**src/rtl/mac_cluster_sequencer_pkg.sv**
```systemverilog
// Shared constants for the mac_cluster sequencer: mode encodings, cfg bit
// positions and the sequencer state type.
package mac_const;

    localparam logic [1:0] MAC_SINGLE = 2'd0;
    localparam logic [1:0] MAC_DUAL   = 2'd1;
    localparam logic [1:0] MAC_QUAD   = 2'd2;

    localparam int unsigned CFG_ACC    = 2;
    localparam int unsigned CFG_SIGNED = 3;

    typedef enum logic [2:0] {
        IDLE,
        CSET,
        STREAM,
        DRAIN,
        RESP
    } seq_state_e;

endpackage

```
**src/rtl/mac_cluster_sequencer.sv**
```systemverilog
// Job sequencer for mac_cluster: loads config via cset, streams operand beats,
// waits out the cluster latency and returns the accumulators on a result port.
module mac_cluster_sequencer
    import mac_const::*;
#(
    parameter int unsigned MAC_CONF_WIDTH = 4,
    parameter int unsigned MAC_MIN_WIDTH  = 8,
    parameter int unsigned MAC_ACC_WIDTH  = 32,
    parameter int unsigned LEN_WIDTH      = 16,
    parameter int unsigned MAC_LAT        = 3
) (
    input  logic                                      clk,
    input  logic                                      reset,
    input  logic                                      cmd_valid,
    output logic                                      cmd_ready,
    input  logic [MAC_CONF_WIDTH-1:0]                 cmd_cfg,
    input  logic [4*MAC_ACC_WIDTH-1:0]                cmd_init,
    input  logic [LEN_WIDTH-1:0]                      cmd_len,
    input  logic                                      op_valid,
    output logic                                      op_ready,
    input  logic [4*MAC_MIN_WIDTH-1:0]                op_a,
    input  logic [4*MAC_MIN_WIDTH-1:0]                op_b,
    output logic                                      mac_cset,
    output logic                                      mac_en,
    output logic [4*MAC_ACC_WIDTH+MAC_CONF_WIDTH-1:0] mac_cfg,
    output logic [4*MAC_MIN_WIDTH-1:0]                mac_a,
    output logic [4*MAC_MIN_WIDTH-1:0]                mac_b,
    input  logic [4*MAC_ACC_WIDTH-1:0]                mac_out,
    output logic                                      res_valid,
    input  logic                                      res_ready,
    output logic [4*MAC_ACC_WIDTH-1:0]                res_data
);

    localparam int unsigned CntW = ($clog2(MAC_LAT + 1) > 0) ? $clog2(MAC_LAT + 1) : 1;
    localparam int unsigned OpW  = 4 * MAC_MIN_WIDTH;
    localparam int unsigned AccW = 4 * MAC_ACC_WIDTH;
    localparam int unsigned CfgW = 4 * MAC_ACC_WIDTH + MAC_CONF_WIDTH;

    seq_state_e           state_q, state_d;
    logic [LEN_WIDTH-1:0] remaining_q, remaining_d;
    logic [CntW-1:0]      cnt_q, cnt_d;
    logic                 cmd_ready_q, cmd_ready_d;
    logic                 op_ready_q, op_ready_d;
    logic                 mac_cset_q, mac_cset_d;
    logic                 mac_en_q, mac_en_d;
    logic [CfgW-1:0]      mac_cfg_q, mac_cfg_d;
    logic [OpW-1:0]       mac_a_q, mac_a_d;
    logic [OpW-1:0]       mac_b_q, mac_b_d;
    logic                 res_valid_q, res_valid_d;
    logic [AccW-1:0]      res_data_q, res_data_d;
    logic                 op_fire;

    assign op_fire = op_valid && op_ready_q && (state_q == STREAM);

    always_comb begin
        state_d     = state_q;
        remaining_d = remaining_q;
        cnt_d       = cnt_q;
        cmd_ready_d = cmd_ready_q;
        op_ready_d  = op_ready_q;
        mac_cset_d  = 1'b0;
        mac_en_d    = 1'b1;
        mac_cfg_d   = mac_cfg_q;
        // Operand lanes idle at zero unless a beat is accepted this cycle.
        mac_a_d     = '0;
        mac_b_d     = '0;
        res_valid_d = res_valid_q;
        res_data_d  = res_data_q;

        unique case (state_q)
            IDLE: begin
                if (cmd_valid) begin
                    mac_cfg_d   = {cmd_init, cmd_cfg};
                    remaining_d = cmd_len;
                    mac_cset_d  = 1'b1;
                    cmd_ready_d = 1'b0;
                    state_d     = CSET;
                end
            end
            CSET: begin
                if (remaining_q != '0) begin
                    op_ready_d = 1'b1;
                    state_d    = STREAM;
                end else begin
                    cnt_d   = '0;
                    state_d = DRAIN;
                end
            end
            STREAM: begin
                if (op_fire) begin
                    mac_a_d     = op_a;
                    mac_b_d     = op_b;
                    remaining_d = remaining_q - 1'b1;
                    if (remaining_q == LEN_WIDTH'(1)) begin
                        op_ready_d = 1'b0;
                        cnt_d      = CntW'(MAC_LAT);
                        state_d    = DRAIN;
                    end
                end
            end
            DRAIN: begin
                if (cnt_q == '0) begin
                    res_data_d  = mac_out;
                    res_valid_d = 1'b1;
                    state_d     = RESP;
                end else begin
                    cnt_d = cnt_q - 1'b1;
                end
            end
            RESP: begin
                if (res_ready) begin
                    res_valid_d = 1'b0;
                    cmd_ready_d = 1'b1;
                    state_d     = IDLE;
                end
            end
            default: begin
                op_ready_d  = 1'b0;
                cmd_ready_d = 1'b1;
                res_valid_d = 1'b0;
                state_d     = IDLE;
            end
        endcase
    end

    always_ff @(posedge clk) begin
        if (reset) begin
            state_q     <= IDLE;
            remaining_q <= '0;
            cnt_q       <= '0;
            cmd_ready_q <= 1'b1;
            op_ready_q  <= 1'b0;
            mac_cset_q  <= 1'b0;
            mac_en_q    <= 1'b1;
            mac_cfg_q   <= '0;
            mac_a_q     <= '0;
            mac_b_q     <= '0;
            res_valid_q <= 1'b0;
            res_data_q  <= '0;
        end else begin
            state_q     <= state_d;
            remaining_q <= remaining_d;
            cnt_q       <= cnt_d;
            cmd_ready_q <= cmd_ready_d;
            op_ready_q  <= op_ready_d;
            mac_cset_q  <= mac_cset_d;
            mac_en_q    <= mac_en_d;
            mac_cfg_q   <= mac_cfg_d;
            mac_a_q     <= mac_a_d;
            mac_b_q     <= mac_b_d;
            res_valid_q <= res_valid_d;
            res_data_q  <= res_data_d;
        end
    end

    assign cmd_ready = cmd_ready_q;
    assign op_ready  = op_ready_q;
    assign mac_cset  = mac_cset_q;
    assign mac_en    = mac_en_q;
    assign mac_cfg   = mac_cfg_q;
    assign mac_a     = mac_a_q;
    assign mac_b     = mac_b_q;
    assign res_valid = res_valid_q;
    assign res_data  = res_data_q;

endmodule

```
**config.mk**
```make
export PLATFORM = sky130hd
export DESIGN_NAME = mac_cluster_sequencer
export DESIGN_NICKNAME = d
export VERILOG_FILES = /design/src/rtl/mac_cluster_sequencer_pkg.sv /design/src/rtl/mac_cluster_sequencer.sv
export SDC_FILE = /design/constraint.sdc
export NUM_CORES = 1
export LEC_CHECK = 0
export CORE_AREA = 2 2 262 264
export CTS_CLUSTER_SIZE = 8
export DETAILED_ROUTE_END_ITERATION = 6
export DIE_AREA = 0 0 264 266
export GPL_TIMING_DRIVEN = 0
export PLACE_DENSITY = 0.49
export SYNTH_ARGS = -nofsm -noshare
export SYNTH_HDL_FRONTEND = slang
export SYNTH_SLANG_ARGS = --single-unit
```
**constraint.sdc**
```tcl
create_clock -name clk -period 2.4 [get_ports clk]
set_clock_uncertainty 0.1 [all_clocks]
set_input_delay 0.48 -clock clk [delete_from_list [all_inputs] [get_ports clk]]
set_output_delay 0.48 -clock clk [all_outputs]
set_load 0.02 [all_outputs]
```
Word level (Yosys, flattened, before mapping)
Index checks and enable logic that the tools add are counted.
{"block": "word_totals", "regBits": 349, "elab_cells": 78}
{"block": "op_classes", "n_addsub": 2, "eq_ne": 13, "n_mux": 26, "n_bitwise": 6, "n_reduce_logical": 20}
{"cell": "$mux 16", "n": 2}
{"cell": "$pmux 16 s2", "n": 1}
{"cell": "$eq 16x1->1 const B", "n": 1}
{"cell": "$reduce_bool 16->1", "n": 1}
{"cell": "$sub 16x1->16 const B", "n": 1}
{"cell": "$mux 3", "n": 5}
{"cell": "$pmux 3 s5", "n": 1}
{"cell": "$ne 2x2->1 const B", "n": 7}
{"cell": "$reduce_or 3->1", "n": 4}
{"cell": "$reduce_and 5->1", "n": 2}
{"cell": "$mux 1", "n": 9}
{"cell": "$pmux 1 s3", "n": 3}
{"cell": "$reduce_and 3->1", "n": 3}
{"cell": "$mux 2", "n": 4}
{"cell": "$eq 3x2->1 const B", "n": 2}
{"cell": "$not 1->1", "n": 6}
{"cell": "$pmux 2 s3", "n": 1}
{"cell": "$reduce_and 2->1", "n": 2}
{"cell": "$reduce_and 4->1", "n": 1}
{"cell": "$eq 3x1->1 const B", "n": 1}
{"cell": "$eq 3x3->1 const B", "n": 1}
{"cell": "$logic_not 3->1", "n": 1}
{"cell": "$reduce_bool 3->1", "n": 1}
{"cell": "$logic_and 1x1->1", "n": 2}
{"cell": "other kinds (5)", "n": 5}

Logic depth before layout (Yosys ltp)
Gate-level depths: netlist of run 1.
{"block": "logic_depth", "word_depth": 4, "mapped_depth": 8}

Worst setup path before layout of run 1
Ideal clock, no wire load.
{"block": "synth_path", "path_type": "flip-flop to flip-flop", "from": "register remaining_q[0]", "to": "register cnt_q[0]", "setup_ns": 0.115, "arrival_ns": 1.878, "path_slack_ns": 0.306, "path_stages_with_launch": 8, "period_less_slack_ns": 2.094, "path_cell_list": "dfxtp_1 inv_1 ha_1 or3b_2 nor4_2 a21oi_1 and3_1 a31o_1"}
{"block": "synth_between", "elab_chain_cells": 3, "elab_cells_between_ends": 5, "cone_classes": "eq/ne: 3; reduce/logical: 2"}
{"element": "from (decl)", "line": "mac_cluster_sequencer.sv:40", "rtl": "logic [LEN_WIDTH-1:0] remaining_q, remaining_d;"}
{"element": "from (signal assigned)", "line": "mac_cluster_sequencer.sv:142", "rtl": "remaining_q <= remaining_d;"}
{"element": "$eq 16x1->1 or $reduce_bool 16->1 (tied branches)", "line": "mac_cluster_sequencer.sv:94, mac_cluster_sequencer.sv:81"}
{"element": "$ne 2x1->1 (no source line) or $ne 2x2->1 (tied branches)"}
{"element": "$reduce_and 5->1 (no source line) (*)"}
{"element": "to (signal assigned)", "line": "mac_cluster_sequencer.sv:143", "rtl": "cnt_q <= cnt_d;"}
{"element": "to (decl)", "line": "mac_cluster_sequencer.sv:41", "rtl": "logic [CntW-1:0] cnt_q, cnt_d;"}
Mark *: on every way between the ends. The rest lies on a longest branch, timed or not.
A chain may end at the register's enable or synchronous reset.

Worst setup path after layout of run 1
Ends and elaborated chain as after synthesis.

==> results_dict.tcl, run 1 <==
set metrics [dict create \
    p_sw_mw 6.717 \
    dr_wl_met3_microns 4216 \
    p_clk_frac 0.322 \
    ys_ff_latch 349 \
    drt-met1-wl_microns 22610 \
    clk_pin_slew_ns 0.05 \
    clock_path_buffers 3 \
    endpoint_kind "flop" \
    grt_max_degree 13 \
    die_w_microns 264 \
    cell_internal_pwr_mw 13.03 \
    final_hold_viol_count 0 \
    dr.first_iter.drc_count 702 \
    fp-row-count 96 \
    numCtsBuffers 50 \
    clk_latency_ns 0.58 \
    rsz0062_at_grt "yes" \
    maxSlewHeadroom 0.3819 \
    numClockSinks 349 \
    syn_area_per_cell_sq_um 8.218 \
    min_period_ns 2.290 \
    grt_use_total 0.1505 \
    finalSetupViolCount 0 \
    gp_congestion 0.8289 \
    irDropWorstVdd_v 0.0004762 \
    swShare 0.3402 \
    cp_max_fo 5 \
    sequentialPowerShare 0.357 \
    cp_slowest_cell "or3b_4" \
    pre_cts_ws_ns -1.182 \
    grt_pass1_wl_microns 80260 \
    final_util 0.3146 \
    grt_antenna_before_repair 4 \
    timing.fmax_mhz 436.6 \
    drive_above_1_share 0.04643 \
    crit_arrival_ns 2.66 \
    yosysSeqAreaShare 0.5796 \
    num_vias 12580 \
    fin_setup_tns_ns 0 \
    max-cap-violations 0 \
    powerDensity_nw_per_um2 926.5 \
    worst_slack_ns 0.1098 \
    ios 674 \
    synthesis.nets 1815 \
    post-route-period-util 0.9543 \
    drt-pass1-iter-count 5 \
    synth.distinct_cells 49 \
    ys_warn_count 0 \
    die_y_microns 266 \
    cts_tree "built" \
    via_per_inst 4.085 \
    timing.final.max_slew_violations 0 \
    holdCritPathClass "flop to flop" \
    synth-edff-count 0 \
    drc 0 \
    wl_microns 55400 \
    startpoint_type "flop" \
    cp_slowest_stage_delay_ns 0.46 \
    path_delay_family "simple AND/OR/NAND/NOR gates" \
    htreeDepth 2 \
    worstSetupPathType "flop to flop" \
    wl_per_cell_microns 17.99 \
    overflow 0 \
    start_util 0.1780 \
    p_comb_frac 0.321 \
    port_buffers 671 \
    syn_inst 1467 \
    root_buffer "clkbuf_16" \
    core-area_sq_um 67750 \
    grt_pass1_vias 12530 \
    leakagePower_nw 7.529 \
    synth-main-ff-cell "dfxtp_1" \
    worst_pin_slew_ns 0.9272 \
    area_growth_pct 76.79 \
    dieArea_sq_um 70220 \
    critPathRequiredTime_ns 2.77 \
    netlist_area_sq_um 12060 \
    routed.top_layer "met5" \
    crit_chain "inv_1, ha_1, or3b_4, nor4_4, a21oi_1, and3_1, a31o_1" \
    path_buf_inv 1 \
    wl_met2_microns 26950 \
    dp_hpwl_microns 43150 \
    synthArstFlopShare 0 \
    nets 2539 \
    fillers 7109 \
    ant_nets 0 \
    status "finished clean" \
]
## what timing repair did
item | CTS | global route
cloned | 0 | 0
endpoints found under the setup margin | 259 | 73
pin swaps | 1 | 0
hold buffers | 0 | 0
setup buffers | 2 | 0
resized for setup | 22 | 20
endpoints found under the hold margin | 0 | 0
## tightest hold or removal path, delay by kind of cell, from the launching register on
family,cells,cell delay [ns]
AOI/OAI and AO/OA,1,0.05
and+or+nand+nor,1,0.05
DFF,1,0.30
## cells in the final DEF (no fill, tap or decap), types with 3 or more instances in the layout
| cell type | n |
|---|---|
| dfxtp_1 | 349 |
| a211oi_1 | 3 |
| nand2_1 | 539 |
| nor3_1 | 8 |
| clkbuf_8 | 4 |
| o21ai_0 | 18 |
| nor2_1 | 14 |
| clkbuf_2 | 19 |
| clkbuf_1 | 76 |
| clkdlybuf4s50_1 | 671 |
| and3_1 | 3 |
| and2_1 | 64 |
| nor3b_1 | 5 |
| buf_4 | 3 |
| ha_1 | 3 |
| nand3_1 | 6 |
| clkbuf_16 | 51 |
| or3_1 | 3 |
| or4_1 | 5 |
| buf_2 | 9 |
| a21oi_1 | 285 |
| inv_1 | 7 |
| nor4_1 | 5 |
## per-stage QoR
stage	area, sq um	instances	total power, mW	hold WS (ns)
6_report	21310	3080	19.75	0.3511
4_1_cts	21290	3079	20.02	0.3051
3_3_place_gp	19880	3020	13.37	0.3418
5_1_grt	21310	3079	20.80	0.3366
3_5_place_dp	19880	3020	13.43	0.3463
2_1_floorplan	12060	1467	10.34	0.3476
## sequential cells by signal, indices dropped and copies added (netlist names)
signal / flops
remaining_q: 16
state_q: 3
mac_cset: 1
res_data: 128
cnt_q: 2
mac_cfg: 132
mac_a: 32
op_ready: 1
cmd_ready: 1
mac_b: 32
res_valid: 1
## logic make-up after synthesis
family	count (synthesis)	share of synthesized area
AND/OR/NAND/NOR	669	0.2358
flip-flops	349	0.5796
adder cells (fa/ha/maj)	3	0.003114
AO/OA/AOI/OAI	329	0.1437
other	1	0.0003111
buffers and inverters	116	0.03747
## synthesized netlist by cell type (all sizes together) (3+ instances only)
cell type | instances | area share
a211oi | 4 | 0.0025
a21oi | 286 | 0.12
and2 | 64 | 0.033
and3 | 4 | 0.0021
buf | 14 | 0.0057
clkbuf | 95 | 0.030
dfxtp | 349 | 0.58
ha | 3 | 0.0031
inv | 7 | 0.0022
nand2 | 539 | 0.17
nand3 | 7 | 0.0029
nor2 | 14 | 0.0044
nor3 | 9 | 0.0042
nor3b | 5 | 0.0031
nor4 | 8 | 0.0064
o21ai | 18 | 0.0075
or3 | 3 | 0.0016
or4 | 5 | 0.0031
## power by group through the flow
stage	Combinational, mW	Clock [mW]	Sequential, mW
detailed placement	6.27	0	7.16
CTS	6.37	6.60	7.05
floorplan	2.46	0	7.88
finish	6.33	6.36	7.06
global route	6.86	6.79	7.15
global placement	6.25	0	7.13
## final cells by class
cell class | instances | area [sq um] | area share
clock buffer | 56 | 1325 | 0.06217
multi-input combinational | 1002 | 4646 | 0.2180
timing repair buffer | 673 | 6744 | 0.3164
antenna | 1 | 2.502 | 0.0001174
sequential | 349 | 6987 | 0.3278
tap | 882 | 1104 | 0.05178
buffer | 108 | 465.4 | 0.02184
clock inverter | 2 | 13.76 | 0.0006458
inverter | 7 | 26.28 | 0.001233
## worst paths after layout
kind	endpoint	slack [ns]	depth (start not counted)	from
min	res_data[6]	0.35	2	res_data[6]
max	cnt_q[0]	0.11	7	remaining_q[0]
min reg2reg	res_data[6]	0.35	2	res_data[6]
max reg2reg	cnt_q[0]	0.11	7	remaining_q[0]
## per-layer routing
metal | up-vias | GRT usage
met5 | - | 0
met4 | 4 | 0.04868
met3 | 86 | 0.04418
met2 | 471 | 0.2607
met1 | 5815 | 0.1780
li1 | 6205 | -
(Power assumes the default switching activity.)
==> inputs of run 2 (changes only) <==
Settings changed: CAP_MARGIN set to 20, GPL_TIMING_DRIVEN 0 to unset.
==> run 2 against run 1 <==
  * Sequential power about the same
  * Core utilization down 0.10 points
  * Non-clock buffer count down 78
  * Routed wire length down 10%
  * Critical endpoint is now mac_cfg[76]
  * Clock-buffer cell count down 3
  * Via count down 2.4%
  * Critical path depth down 6
  * Clock power about the same
  * Combinational power down 3%
  * Setup slack better by 0.025 ns
  * Final area down 0.33%
  * Die area unchanged
==> results_dict.tcl, run 2 (synthesized netlist as in run 1, its figures left out) <==
set metrics [dict create \
    diodes 0 \
    crit_arrival_ns 1.69 \
    cp_slowest_stage_delay_ns 0.68 \
    htreeDepth 2 \
    cp_slowest_cell "clkdlybuf4s50_1" \
    die_w_microns 264 \
    final_hold_viol_count 0 \
    leakagePower_nw 7.488 \
    post-route-period-util 0.9439 \
    timing.fmax_mhz 441.5 \
    num_vias 12280 \
    finalSetupViolCount 0 \
    timing.final.max_slew_violations 0 \
    dp_hpwl_microns 36630 \
    final_cell_mix "clkdlybuf4s50_1 (671), nand2_1 (539), dfxtp_1 (349), a21oi_1 (285), and2_1 (64)" \
    worstSetupPathType "flop to output port" \
    drc 0 \
    fp-row-count 96 \
    maxSlewHeadroom 0.6506 \
    critPathRequiredTime_ns 1.82 \
    root_buffer "clkbuf_16" \
    cp_max_fo 2 \
    endpoint_kind "output port" \
    port_buffers 672 \
    grt_use_total 0.1341 \
    whs_ns 0.2141 \
    largest_reg_flops 132 \
    startpoint_type "flop" \
    hold_buffers 0 \
    final_common_cell "clkdlybuf4s50_1" \
    rsz0062_at_grt "no" \
    min_period_ns 2.265 \
    gp_congestion 0.8129 \
    final_cells 3001 \
    irDropWorstVdd_v 0.0005260 \
    dieArea_sq_um 70220 \
    fillers 7062 \
    via_per_inst 4.092 \
    ant_nets 0 \
    wl_microns 49780 \
    path_delay_family "buffers and inverters" \
    numCtsBuffers 50 \
    cts_repair_resize_count 0 \
    start_util 0.1780 \
    dp.cells 2943 \
    fin_setup_tns_ns 0 \
    grt_pass1_wl_microns 73600 \
    overflow 0 \
    wl_per_cell_microns 16.59 \
    path_buf_inv 1 \
    max-cap-violations 0 \
    status "finished clean" \
    cts_setup_buffers 0 \
    ios 674 \
    crit_chain "clkdlybuf4s50_1" \
    worst_pin_slew_ns 0.5241 \
    powerDensity_nw_per_um2 921.6 \
    clk_latency_ns 0.58 \
    drive_above_1_share 0.04719 \
    grt_max_degree 92 \
    holdCritPathClass "primary input to flop" \
    area_growth_pct 76.21 \
    die_y_microns 266 \
    dr.first_iter.drc_count 582 \
    grt_antenna_before_repair 2 \
    clock_path_buffers 3 \
    final_util 0.3136 \
    core-area_sq_um 67750 \
    numClockSinks 349 \
    total_power_mw 19.58 \
    cts_tree "built" \
    clk_pin_slew_ns 0.05 \
    drt-pass1-iter-count 6 \
    grt_pass1_vias 11970 \
    nets 2461 \
]
==> run 2: report_power, final <==
group          total [mW]  leakage (nW)  switching [mW]  internal, mW
clock network        6.34         0.660            2.54          3.80
logic                6.16          3.99            3.44          2.72
registers            7.08          2.84           0.497          6.58
==> run 2: worst paths after layout <==
kind | from | end | slack [ns] | depth (start not counted)
setup / recovery | mac_cfg[76] | mac_cfg[76] | 0.13 | 1
hold / removal | reset | mac_cfg[21] | 0.21 | 2
setup reg to reg | remaining_q[0] | cnt_q[0] | 0.15 | 7
hold reg to reg | res_data[93] | res_data[93] | 0.35 | 2
==> run 2: area by class of cell <==
cell class | count | area (sq um) | share of cell area
Clock inverter | 5 | 68.82 | 0.003239
Tap cell | 882 | 1104 | 0.05195
Timing Repair Buffer | 703 | 7127 | 0.3355
Clock buffer | 53 | 1272 | 0.05990
Multi-Input combinational cell | 1002 | 4658 | 0.2193
Inverter | 7 | 26.28 | 0.001237
Sequential cell | 349 | 6987 | 0.3289
==> run 2: metal layers <==
layer / vias up / track usage / share of wire
met2: 438 / 0.2350 / 0.50
met3: 92 / 0.03937 / 0.073
met4: 4 / 0.04668 / 0.029
met5: - / 0 / 0.00042
li1: 6043 / - / -
met1: 5702 / 0.1552 / 0.40
==> run 2: worst register-to-register path: cells and delay by family, from the launching register on <==
kind | cells | cell delay, ns
AND/OR/NAND/NOR | 3 | 1.08
flip-flops | 1 | 0.34
AO/OA/AOI/OAI | 2 | 0.33
adder cells (fa/ha/maj) | 1 | 0.17
buffers and inverters | 1 | 0.12
==> run 2: metrics by stage <==
stage,area [sq um],setup WS [ns]
4_1_cts,21240,0.05246
3_3_place_gp,19900,0.1638
5_1_grt,21240,0.03925
6_report,21240,0.1347
3_5_place_dp,19900,0.1243
2_1_floorplan,12060,0.3065
==> inputs of run 3 (changes only) <==
Settings changed: SLEW_MARGIN set to 20.
==> results of run 3 <==
Final layout, timing and power as in run 2 (identical DEF).
